## src/rtl/sum_array_pkg.sv

```systemverilog
// Shared definitions for the array fill/sum blocks: default widths and FSM state encoding.
package sum_array_pkg;
  localparam int ADDR_W_DEF = 9;
  localparam int DATA_W_DEF = 32;

  typedef enum logic [1:0] {
    S_IDLE   = 2'd0,
    S_WRITE  = 2'd1,
    S_FINISH = 2'd2
  } state_e;
endpackage

```

## src/rtl/array_writer.sv

```systemverilog
// Streams len words from a valid/ready source into consecutive BRAM addresses
// starting at base (wrapping), keeping a running checksum of the words written.
module array_writer
  import sum_array_pkg::*;
#(
  parameter int ADDR_W = ADDR_W_DEF,
  parameter int DATA_W = DATA_W_DEF
) (
  input  logic                clk,
  input  logic                reset,
  input  logic                start,
  input  logic [ADDR_W:0]     len,
  input  logic [ADDR_W-1:0]   base,
  input  logic                in_valid,
  input  logic [DATA_W-1:0]   in_data,
  output logic                in_ready,
  output logic                bram_en,
  output logic [DATA_W/8-1:0] bram_we,
  output logic [ADDR_W-1:0]   bram_addr,
  output logic [DATA_W-1:0]   bram_di,
  output logic                busy,
  output logic                done,
  output logic [DATA_W-1:0]   checksum
);

  state_e            state;
  logic [ADDR_W:0]   len_q;
  logic [ADDR_W:0]   cnt;
  logic [ADDR_W-1:0] base_q;
  logic              xfer;

  assign in_ready = (state == S_WRITE) && (cnt < len_q);
  assign xfer     = in_valid && in_ready;
  assign busy     = (state != S_IDLE);

  always_ff @(posedge clk or negedge reset) begin
    if (!reset) begin
      state     <= S_IDLE;
      len_q     <= '0;
      cnt       <= '0;
      base_q    <= '0;
      bram_en   <= 1'b0;
      bram_we   <= '0;
      bram_addr <= '0;
      bram_di   <= '0;
      done      <= 1'b0;
      checksum  <= '0;
    end else begin
      bram_en <= xfer;
      bram_we <= {(DATA_W/8){xfer}};
      done    <= 1'b0;
      if (xfer) begin
        bram_addr <= base_q + cnt[ADDR_W-1:0];
        bram_di   <= in_data;
        checksum  <= checksum + in_data;
        cnt       <= cnt + 1'b1;
      end
      case (state)
        S_IDLE: if (start) begin
          len_q    <= len;
          base_q   <= base;
          cnt      <= '0;
          checksum <= '0;
          if (len == '0) begin
            state <= S_FINISH;
            done  <= 1'b1;
          end else begin
            state <= S_WRITE;
          end
        end
        // Leave one cycle after the final accept so done trails the last strobe.
        S_WRITE: if (cnt == len_q) begin
          state <= S_FINISH;
          done  <= 1'b1;
        end
        S_FINISH: state <= S_IDLE;
        default:  state <= S_IDLE;
      endcase
    end
  end

endmodule

```

## config.mk

```make
export PLATFORM = sky130hd
export DESIGN_NAME = array_writer
export DESIGN_NICKNAME = d
export VERILOG_FILES = /design/src/rtl/sum_array_pkg.sv /design/src/rtl/array_writer.sv
export SDC_FILE = /design/constraint.sdc
export NUM_CORES = 1
export LEC_CHECK = 0
export BUFFER_PORTS_ARGS = -buffer_cell sky130_fd_sc_hd__buf_2
export CORE_MARGIN = 2
export CORE_UTILIZATION = 24
export DETAILED_ROUTE_END_ITERATION = 6
export SLEW_MARGIN = 20
export SYNTH_ARGS = -nofsm -noshare
export SYNTH_HDL_FRONTEND = slang
export SYNTH_SLANG_ARGS = --single-unit
export TNS_END_PERCENT = 10
```

## constraint.sdc

```tcl
create_clock -name clk -period 2.8 [get_ports clk]
set_input_delay 0.84 -clock clk [delete_from_list [all_inputs] [get_ports clk]]
set_output_delay 0.84 -clock clk [all_outputs]
set_load 0.01 [all_outputs]
```

# ---- After elaboration in Yosys (flattened, before gate mapping)
# Index checks and enable logic that the tools add are counted.
dict set report op_classes {
  add_sub_neg 3
  mul 0
  n_div 0
  n_lt_le_gt_ge 1
  eq_ne 4
  shifts 0
  mux 14
  bitwise 0
  reduce_logical 7
}
# cell n
set op_table {}
lappend op_table {{32-bit two-way mux} 3}
lappend op_table {{32-bit adder} 1}
lappend op_table {{10-bit two-way mux} 3}
lappend op_table {{10-bit by 1-bit adder with 10-bit output (second input constant)} 1}
lappend op_table {{10-bit equality test} 1}
lappend op_table {{10-bit zero test} 1}
lappend op_table {{10-bit < comparator} 1}
lappend op_table {{9-bit adder} 1}
lappend op_table {{2-bit two-way mux} 3}
lappend op_table {{2-bit one-hot mux with 2 select lines} 1}
lappend op_table {{2-bit AND reduction} 2}
lappend op_table {{1-bit two-way mux} 3}
lappend op_table {{2-bit by 1-bit equality test with 1-bit output (second input constant)} 1}
lappend op_table {{1-bit logical AND} 2}
lappend op_table {{2-bit zero test} 1}
lappend op_table {{2-bit by 1-bit inequality test with 1-bit output (second input constant)} 1}
lappend op_table {{2-bit inequality test (second input constant)} 1}
lappend op_table {{1-bit one-hot mux with 2 select lines} 1}
lappend op_table {{2-bit nonzero test} 1}
dict set report totals {
  register_bits 107
  latch_bits 0
  ram_bits 0
  mem_bits_ro 0
  word_cells 39
  n_memories 0
}

# ---- Longest topological paths before layout
# Gate-level depths: netlist of run 1.
dict set report logic_depth {
  depth_word 6
  ltp_mapped 13
  ltp_nobuf 13
}

# ---- Least setup slack after synthesis of run 1
# Ideal clock, no wire load.
dict set report synth_path {
  path_type {in2reg}
  start {in in_data[0]}
  end {reg checksum[30]}
  setup_ns 0.123
  arrival_ns 2.956
  t_required_ns 2.677
  setup_slack_ns -0.279
  cell_stages 12
  n_path_buf 0
  path_cell_list {ha_1 fa_1 a21oi_1 o311a_4 nor4_4 o311ai_4 a21oi_4 a31oi_4 o21ai_2 o221ai_2 xnor2_1 a21oi_1}
}
dict set report synth_via {
  elab_chain_cells 4
}
# element line_no
set synth_rtl {}
lappend synth_rtl {{start: declaration} array_writer.sv:15} ;# input logic [DATA_W-1:0] in_data,
lappend synth_rtl {{32-bit adder (*)} array_writer.sv:55} ;# checksum <= checksum + in_data;
lappend synth_rtl {{32-bit two-way mux (*)} array_writer.sv:52} ;# if (xfer) begin
lappend synth_rtl {{32-bit two-way mux} array_writer.sv:59} ;# S_IDLE: if (start) begin
lappend synth_rtl {{32-bit two-way mux (*)} array_writer.sv:58} ;# case (state)
lappend synth_rtl {{end signal: assignment} array_writer.sv:55}
lappend synth_rtl {{end: declaration} array_writer.sv:23} ;# output logic [DATA_W-1:0] checksum
# Mark *: on every way between the ends. The rest lies on a longest branch, timed or not.
# A chain may end at the register's enable or synchronous reset.

# ---- Worst setup path after layout of run 1
# Same ends and word-level chain as after synthesis.

==> metrics, run 1 <==
final wirelength=between 15000 and 20000 um; Max IR drop VDD=roughly 0.00035 V; Slew @ Worst Pin=0.6660 ns; DP HPWL=13330 um; Initial Util=between 20% and 30%; CP cell instances=buf_8 > ha_4 > fa_2 > a21oi_4 > o311a_4 > nor4_4 > o311ai_4 > a21oi_4 > a31oi_4 > o21ai_2 > o221ai_2 > xnor2_1 > a21oi_1; Slew headroom=between 50 and 60%; final-report hold violation count=0; GRT Residual Overflow=0; yosys warns=0; Mean Syn Cell Area=between 8 and 9 sq um; most common cell after layout, fill and taps aside=nand2_1; TritonCTS Buffers=9; post-route DRC violation count=0; cts hold-fix bufs=0; max_cap viols=0; FF/Latch Area=approximately 2700 sq um; 1st-iter DRT viols=about 350; commonest non-fill, non-tap cells in the layout=210 x nand2_1, 133 x buf_2, 105 x dfrtp_1; Die Span X=roughly 170 um; Seq pwr share=between 20% and 30%; Final Total Pwr=0.007793 W; first-pass GRT wire length=29090 um; failing checks=setup timing; Cell Pwr Density=slightly above 900 nW/um^2; Most common cell on crit path=a21oi_4; RSZ-0062 raised after global routing=yes; TNS Setup=-0.2368 ns; sw frac=between 30 and 40%; status=finished with violations; CP delay by family, top=compound AO/OA/AOI/OAI gates; largest net degree at the start of global routing=54; gr busiest metal=met2; Final min period=roughly 2.9 ns; met3 usage=under 10%; dpl cells=~1200; reg2reg path depth=12; RePlAce Congestion=around 0.8; clock skew=between 0.009 and 0.01 ns; fin. max-slew vios=0; CP required=slightly above 3 ns; critical path buffer and inverter count=1; critical path endpoint category=flop; internal power=between 0.004 and 0.005 W; H-tree Lvls=3; Final setup viols=5; number of global-route vias before repair=roughly 5500; clock share of power=between 15 and 20%; routed len/inst=~15 um; Pleak=between 4 and 5 nW; Mapped Cells=708; P_sw=between 0.003 and 0.004 W; RR Endpoint=checksum[30]$_DFF_PN0_; Fmax achieved=roughly 0.35 GHz; reg-to-reg slack, setup=roughly 0.04 ns; post-synthesis async set-or-reset flop share=between 90% and 100%; Seq/Total Area, Yosys=between 40 and 50%; crit share post-route=102.7%; Final WS setup=-0.07626 ns; Port Buf Inserts=~140; GR Util met1=around 17%; Reg clk slew, reported paths=around 0.08 ns; Synth Cell Area=between 6000 and 7000 sq um; TritonCTS clock tree=done; die footprint=around 27000 sq um; part of the power in combinational logic=roughly 55%; gr usage total=about an eighth; CP max FO=3; RR Startpoint=checksum[0]$_DFF_PN0_; row count=about 60; synthesized flop and latch total=roughly 110; crit path kind=input port to flop; area delta synth->final=32.77%; Via density=4.486; Skew-Pair Late Insertion Delay=0.37 ns; vias=roughly 5600; CTS Sinks=approximately 110; n_diodes=0; DRT antenna net count=0; Synth Flop Type=dfrtp_1; GR Util met2=between 20% and 30%; number of synthesized flops with an enable pin=0; crit path launch type=input port; Critical-path top delay cell=o311a_4; initial antenna violation count=0; Die Y=165.7 um; worst min-delay path category=input port to asynchronous set/reset pin; I/O Pins=136; FILL cells=between 2000 and 3000; Syn Nets=roughly 820; Critical Path Max Stage Delay=between 0.3 and 0.4 ns; CP Data Arrival Time=3.11 ns; Post-layout nets=around 1000; Post-Layout Cell Count=around 1200; first-pass detailed-route iteration total=5; clk buf depth=2; share of cells above drive strength 1=between 30% and 40%; core box area=roughly 26000 sq um; Root Driver=clkbuf_16; multi-input logic area=about 3500 sq um; synth unique cells=62
## power by group through the flow
stage / Combinational [W] / Clock [W] / Sequential, W
global route: 0.00473 / 0.00148 / 0.00222
global placement: 0.00401 / 0 / 0.00217
CTS: 0.00412 / 0.00141 / 0.00215
finish: 0.00427 / 0.00136 / 0.00217
detailed placement: 0.00406 / 0 / 0.00218
floorplan: 0.00231 / 0 / 0.00233
## timing repair
action / in CTS / in global routing
pin swaps: 4 / 18
setup endpoints to repair: 8 / 14
buffers inserted: 1 / 5
resized for setup: 7 / 19
endpoints found under the hold margin: 0 / 0
## area by class of cell
class	instances	area share, %
timing repair buffer	217	15.96
clock inverter	6	0.8564
clock buffer	10	2.749
inverter	21	0.9465
tap	335	5.033
sequential	106	31.87
multi-input combinational	549	42.59
## kinds of logic (layout without fill, tap and decap cells)
family	Yosys count	count (layout)	share of synthesized area, %
simple gates	301	301	21.01
xor+xnor	40	40	5.585
compound gates	156	156	16.56
flops	106	106	42.29
buf+inv	53	254	3.950
fa+ha+maj	52	52	10.61
## routing by layer
metal	routed length (um)	share of wire, %
met2	8656	47
met3	1084	5.9
met4	167	0.92
met1	8317	46
met5	0	0
## state kept, by name, indices dropped and copies added, names as in the netlist, 2 cells and up
register and cells:
checksum 32, state 2, base_q 9, cnt 10, len_q 10, bram_di 32
bram_addr 9
## metrics by stage
step	setup slack (ns)	instance area (sq um)	hold WS, ns	util [%]
6_report	-0.07626	8328	0.4398	32.23
5_1_grt	-0.2115	8328	0.4698	32.23
4_1_cts	-0.1315	8164	0.4673	31.60
3_5_place_dp	-0.5434	7818	0.4569	30.26
3_3_place_gp	-0.5027	7818	0.4521	30.26
2_1_floorplan	-0.1640	6287	0.4497	-
## cell usage after synthesis, types with 6 or more instances
cell type | n | area share, %
a21o_1 | 22 | 2.6
a21oi_1 | 55 | 4.4
a31oi_1 | 6 | 0.60
clkbuf_1 | 24 | 1.4
dfrtp_1 | 106 | 42
ha_1 | 50 | 10
inv_1 | 20 | 1.2
nand2_1 | 210 | 13
nand3_1 | 19 | 1.5
nand4_1 | 9 | 0.90
nor2_1 | 25 | 1.5
o21ai_0 | 37 | 3.0
xnor2_1 | 23 | 3.2
xor2_1 | 17 | 2.4
## worst max path at each step
stage               start                endpoint  slack, ns  cells past startpoint
4_1_cts        in_data[0]  checksum[30]$_DFF_PN0_      -0.13                     13
5_1_grt        in_data[0]  checksum[30]$_DFF_PN0_      -0.21                     13
3_3_place_gp   in_data[2]  checksum[29]$_DFF_PN0_      -0.50                     11
3_5_place_dp   in_data[2]  checksum[29]$_DFF_PN0_      -0.54                     11
2_1_floorplan  in_data[0]  checksum[30]$_DFF_PN0_      -0.16                     12
6_report       in_data[0]  checksum[30]$_DFF_PN0_      -0.08                     13
Power figures use the tool's default switching activity.
==> run 2, diff against run 1 <==
--- a/config.mk
+++ b/config.mk
@@ -7,5 +7,4 @@
 export LEC_CHECK = 0
 export BUFFER_PORTS_ARGS = -buffer_cell sky130_fd_sc_hd__buf_2
-export CORE_MARGIN = 2
 export CORE_UTILIZATION = 24
 export DETAILED_ROUTE_END_ITERATION = 6
==> constraint.sdc (replaced) <==
create_clock -name clk -period 2.8 [get_ports clk]
set_input_delay 0.84 -clock clk [delete_from_list [all_inputs] [get_ports clk]]
set_output_delay 0.84 -clock clk [all_outputs]
set_load 0.1 [all_outputs]
==> run 2 against run 1 <==
The flow still finishes with violations (setup timing); sequential cell count stayed put; core utilization up 1.0 points; non-clock buffer count increased by 8; clock power shrank 7%; combinational power increased by 54%; wire length shrank 0.93%; count of clock-buffer cells in the layout fell by 1.
==> metrics, run 2 (synthesis results as in run 1) <==
status=finished with violations; failing checks=setup timing; core box area=25400 sq um (-1.7%); RR Startpoint=checksum[10]$_DFF_PN0_; gr usage total=13.84% (+0.66 points); Final setup viols=3 (-2); FILL cells=2678 (-1.4%); Root Driver=clkbuf_16; Post-layout nets=1019 (+0.79%); Final WS setup=-0.09310 ns (-0.01684 ns); cts hold-fix bufs=0 (unchanged); RePlAce Congestion=0.7676 (-3.4%); Die Span X=163.7 um (-1.2%); number of global-route vias before repair=5536 (+0.49%); reg2reg path depth=12 (unchanged); vias=5585 (+0.072%); CTS Sinks=106 (unchanged); biggest regs=bram_di (32), checksum (32); fin. max-slew vios=0 (unchanged); DRT antenna net count=0 (unchanged); CP max FO=2 (-1); CP cell instances=inv_2 > ha_4 > nor2b_1 > o21a_1 > o21bai_2 > a21oi_2 > a2111oi_4 > buf_12; Final min period=2.893 ns (+0.01684 ns); n_diodes=0 (unchanged); final-report hold violation count=0 (unchanged); post-route DRC violation count=0 (unchanged); die footprint=26780 sq um (-2.4%); final wirelength=18060 um (-0.93%); most common cell after layout, fill and taps aside=nand2_1; crit path kind=flop to output pin; Die Y=163.7 um (-1.2%); reg-to-reg slack, setup=0.09 ns (+0.05 ns); Skew-Pair Late Insertion Delay=0.36 ns (about the same); area delta synth->final=34.57%; Slew headroom=60.36% (+4.9 points); CP delay by family, top=compound AO/OA/AOI/OAI gates; DP HPWL=13140 um (-1.4%); routed len/inst=14.48 um (-1.2%); first-pass GRT wire length=28720 um (-1.3%); max_cap viols=0 (unchanged); TNS Setup=-0.1647 ns (+0.07216 ns); CP Data Arrival Time=2.05 ns (-1.06 ns); Critical Path Max Stage Delay=0.38 ns (about the same); Max IR drop VDD=0.0006190 V (+77%); worst hold slack=0.4469 ns (+0.007142 ns); Via density=4.479 (-0.17%); clk buf depth=2 (unchanged); Pleak=4.299 nW (+1.3%); initial antenna violation count=0 (unchanged); row count=58 (-1.7%); setup slack at placement=-0.6165 ns (-0.07306 ns); 1st-iter DRT viols=239 (-31%); first-pass detailed-route iteration total=4 (-1); largest net degree at the start of global routing=69 (+28%); RR Endpoint=checksum[31]$_DFF_PN0_; crit path launch type=flop; critical path endpoint category=output pin; Port Buf Inserts=135 (unchanged); Critical-path top delay cell=dfrtp_1; critical path buffer and inverter count=2 (+1); Slew @ Worst Pin=0.5932 ns (-0.07284 ns); RSZ-0062 raised after global routing=yes; I/O Pins=136 (unchanged); Final Total Pwr=0.01003 W (+29%); Cell Pwr Density=1189 nW/um^2 (+27%); commonest non-fill, non-tap cells in the layout=209 x nand2_1, 130 x buf_2, 106 x dfrtp_1; TritonCTS clock tree=done; share of cells above drive strength 1=31.73% (+1.2 points); H-tree Lvls=3 (unchanged); GRT Residual Overflow=0 (unchanged); worst min-delay path category=input port to asynchronous set/reset pin; Reg clk slew, reported paths=0.08 ns (about the same); TritonCTS Buffers=9 (unchanged); Fmax achieved=0.3457 GHz (-0.58%); Initial Util=24.69% (+0.42 points); crit share post-route=103.3% (+0.60 points); CP required=1.96 ns (-1.08 ns); clock skew=0.009036 ns (-0.0003283 ns); final core utilization=33.23% (+1.0 points)
## run 2: cell type report
type	instances	area [sq um]	share of cell area [%]
Clock buffer	9	225.2	2.668
Clock inverter	7	53.80	0.6374
Inverter	21	78.83	0.9339
Multi-Input combinational cell	549	3613	42.81
Sequential cell	106	2653	31.43
Tap cell	330	412.9	4.892
Timing Repair Buffer	225	1404	16.63
## run 2: what timing repair did
action / in CTS / in global routing
resized for setup: 18 / 19
endpoints found under the hold margin: 0 / 0
setup buffers: 8 / 2
setup endpoints to repair: 10 / 14
pin swaps: 16 / 26
## run 2: report_power, final
part | switching, W | internal [W] | total [W] | leakage [nW]
Combinational | 0.00437 | 0.00221 | 0.00658 | 2.88
Clock | 0.000660 | 0.000614 | 0.00127 | 0.134
Sequential | 0.000287 | 0.00189 | 0.00218 | 1.28
## run 2: layer usage
| layer | vias up | global-route usage (%) | wire [um] |
|---|---|---|---|
| met1 | 2635 | 18.34 | 8557 |
| met4 | 0 | 3.283 | 149 |
| met5 | - | 0 | 0 |
| li1 | 2828 | - | - |
| met3 | 12 | 3.225 | 902 |
| met2 | 110 | 22.63 | 8447 |
## run 2: through the flow
step | instance area (sq um) | cells
4_1_cts | 8289 | 1245
3_3_place_gp | 7843 | 1222
6_report | 8441 | 1247
2_1_floorplan | 6285 | 708
5_1_grt | 8441 | 1247
3_5_place_dp | 7843 | 1222
## run 2: how the worst max path moves through the flow
stage	start	cells past startpoint	endpoint	slack, ns
2_1_floorplan	cnt[1]$_DFF_PN0_	12	cnt[7]$_DFF_PN0_	-0.70
3_3_place_gp	in_data[1]	14	checksum[29]$_DFF_PN0_	-0.59
3_5_place_dp	in_data[0]	14	checksum[30]$_DFF_PN0_	-0.62
4_1_cts	cnt[1]$_DFF_PN0_	7	in_ready	-0.14
5_1_grt	len_q[1]$_DFFE_PN0P_	8	in_ready	-0.17
6_report	len_q[1]$_DFFE_PN0P_	8	in_ready	-0.09
## run 2: worst reg2reg max path, delay by kind of cell, from the launching register on
| kind | cells | cell delay, ns |
|---|---|---|
| AO/OA/AOI/OAI | 8 | 1.52 |
| flip-flops | 1 | 0.44 |
| buffers and inverters | 2 | 0.30 |
| adder cells (fa/ha/maj) | 1 | 0.28 |
| AND/OR/NAND/NOR | 1 | 0.07 |
==> run 3, diff against run 2 <==
BUFFER_PORTS_ARGS = default   (was -buffer_cell sky130_fd_sc_hd__buf_2)
DONT_BUFFER_PORTS = 1   (was default)
==> run 3 against run 2 <==
The flow still finishes with violations (setup timing); clock power up 6%; sequential share of layout area rose by 1.5 points; combinational power down 3%; total power decreased by 1.9%; critical path depth is 1 higher; core utilization down 1.5 points; die area is the same; critical endpoint unchanged; largest cell class unchanged; largest power group unchanged; highest routed layer unchanged.
==> metrics, run 3 (synthesis results as in run 1) <==
die footprint=26780 sq um (unchanged); Final WS setup=-0.2177 ns (-0.1246 ns); TritonCTS Buffers=9 (unchanged); crit path launch type=flop; row count=58 (unchanged); most common cell after layout, fill and taps aside=nand2_1; RePlAce Congestion=0.8093 (+5.4%); final wirelength=17610 um (-2.5%); Pleak=4.016 nW (-6.6%); CP cell instances=inv_2 > ha_4 > nor2b_4 > o21a_1 > o21bai_2 > a21oi_2 > a2111oi_4 > buf_4 > buf_16; RSZ-0062 raised after global routing=yes; Via density=4.501 (+0.50%); Port Buf Inserts=0 (-100%); multi-input logic area=3468 sq um (-4.0%); area delta synth->final=28.57%; crit path kind=flop to output pin; commonest non-fill, non-tap cells in the layout=209 x nand2_1, 140 x buf_4, 105 x dfrtp_1; DP HPWL=13150 um (about the same); FILL cells=2673 (-0.19%); initial antenna violation count=0 (unchanged); share of cells above drive strength 1=24.25% (-7.5 points); sw frac=52.78% (-0.23 points); routed len/inst=15.09 um (+4.2%); n_diodes=0 (unchanged); 1st-iter DRT viols=199 (-17%); Post-layout nets=939 (-7.9%); DRT antenna net count=0 (unchanged); Final min period=3.018 ns (+0.1246 ns); P_sw=0.005192 W (-2.4%); Critical-path top delay cell=dfrtp_1; Root Driver=clkbuf_16; status=finished with violations; final core utilization=31.75% (-1.5 points); CP max FO=2 (unchanged); fin. max-slew vios=0 (unchanged); largest net degree at the start of global routing=107 (+55%); Reg clk slew, reported paths=0.09 ns (about the same); Final Total Pwr=0.009837 W (-1.9%); Slew headroom=40.44% (-20 points); internal power=0.004645 W (-1.5%); I/O Pins=136 (unchanged); FF/Latch Area=2656 sq um (+0.14%); first-pass GRT wire length=28250 um (-1.6%); worst min-delay path category=input port to asynchronous set/reset pin; critical path endpoint category=output pin; part of the power in combinational logic=64.9% (-0.7 points); max_cap viols=0 (unchanged); number of global-route vias before repair=5294 (-4.4%); vias=5253 (-5.9%); crit share post-route=107.8% (+4.5 points); CP required=1.96 ns (about the same); GRT Residual Overflow=0 (unchanged); Slew @ Worst Pin=0.8934 ns (+0.3002 ns); Cell Pwr Density=1220 nW/um^2 (+2.6%); Seq pwr share=21.5% (-0.2 points); clk buf depth=2 (unchanged); Max IR drop VDD=0.0004186 V (-32%); final-report hold violation count=0 (unchanged); post-route DRC violation count=0 (unchanged); Skew-Pair Late Insertion Delay=0.37 ns (about the same); TritonCTS clock tree=done; gr usage total=13.77% (-0.079 points); clock skew=0.01400 ns (+0.004965 ns); H-tree Lvls=3 (unchanged); failing checks=setup timing; CTS Sinks=106 (unchanged); core box area=25400 sq um (unchanged); Critical Path Max Stage Delay=0.38 ns (about the same); Die Span X=163.7 um (unchanged); biggest regs=bram_di (32), checksum (32); Fmax achieved=0.3314 GHz (-4.1%); first-pass detailed-route iteration total=4 (unchanged); Final setup viols=1 (-2); Initial Util=24.69% (unchanged); Die Y=163.7 um (unchanged); clock share of power=13.6% (+0.9 points); CP Data Arrival Time=2.18 ns (+0.13 ns)
-- run 3: cell types whose count changed in the layout (fill, tap and decap cells not counted), moves of 2 or more --
cell | previous run | this run
a21oi_1 | 49 | 51
a21oi_4 | 4 | 2
buf_2 | 130 | 0
buf_4 | 91 | 140
clkinv_2 | 2 | 0
clkinvlp_4 | 2 | 0
ha_1 | 40 | 45
ha_2 | 0 | 4
ha_4 | 10 | 1
inv_6 | 1 | 4
inv_8 | 1 | 3
o21ai_1 | 3 | 5
-- run 3: what timing repair did --
item | CTS | global route
buffers inserted | 0 | 3
gates cloned | 0 | 0
endpoints found under the setup margin | 10 | 27
hold buffers | 0 | 0
pin swaps | 1 | 3
gates resized for setup | 4 | 18
-- run 3: metal layers --
| layer | routed length, um | track usage [%] | up-vias |
|---|---|---|---|
| li1 | - | - | 2671 |
| met1 | 7886 | 17.08 | 2452 |
| met2 | 8247 | 22.69 | 115 |
| met3 | 1247 | 4.672 | 15 |
| met4 | 225 | 3.493 | 0 |
| met5 | 0 | 0 | - |
-- run 3: final timing paths --
path / startpoint / endpoint / slack (ns) / cells after the start
max in group asynchronous: reset / checksum[3]$_DFF_PN0_ / 2.47 / 0
setup / recovery: len_q[1]$_DFFE_PN0P_ / in_ready / -0.22 / 9
setup reg to reg: len_q[1]$_DFFE_PN0P_ / cnt[7]$_DFF_PN0_ / 0.06 / 15
hold reg to reg: bram_di[26]$_DFFE_PN0P_ / bram_di[26]$_DFFE_PN0P_ / 0.48 / 2
hold / removal: reset / base_q[7]$_DFFE_PN0P_ / 0.15 / 0
min in group clk: bram_di[26]$_DFFE_PN0P_ / bram_di[26]$_DFFE_PN0P_ / 0.48 / 2
-- run 3: cell type report --
class	count	share of cell area, %
multi-input cells	549	43.01
flip-flops and latches	106	32.94
repair buffers	145	14.15
well taps	330	5.120
clock buffers	9	2.793
inverters	21	1.040
clock inverters	7	0.9465
-- run 3: power groups by stage --
stage | clock [W] | sequential [W] | combinational [W]
after detailed placement | 0 | 0.00214 | 0.00631
after global placement | 0 | 0.00213 | 0.00626
after global routing | 0.00145 | 0.00216 | 0.00686
after CTS | 0.00140 | 0.00211 | 0.00636
after floorplan | 0 | 0.00442 | 0.00232
final | 0.00134 | 0.00211 | 0.00639
-- run 3: stage by stage --
step	instance area [sq um]	TNS [ns]	instances	hold slack, ns	worst slack (ns)
detailed placement	7644	-5.104	1148	0.4658	-0.4816
global route	8064	-0.8411	1167	0.1287	-0.3059
finish	8064	-0.2177	1167	0.1535	-0.2177
global placement	7644	-4.597	1148	0.4589	-0.4430
CTS	7960	-0.2842	1164	0.1386	-0.2842
floorplan	6285	-41.65	708	0.4497	-0.6975
-- run 3: worst max-delay path, delay by kind of cell, from the launching register on --
family,cells,cell delay (ns)
compound gates,4,0.69
fa+ha+maj,1,0.20
buf+inv,3,0.44
flops,1,0.38
simple gates,1,0.12
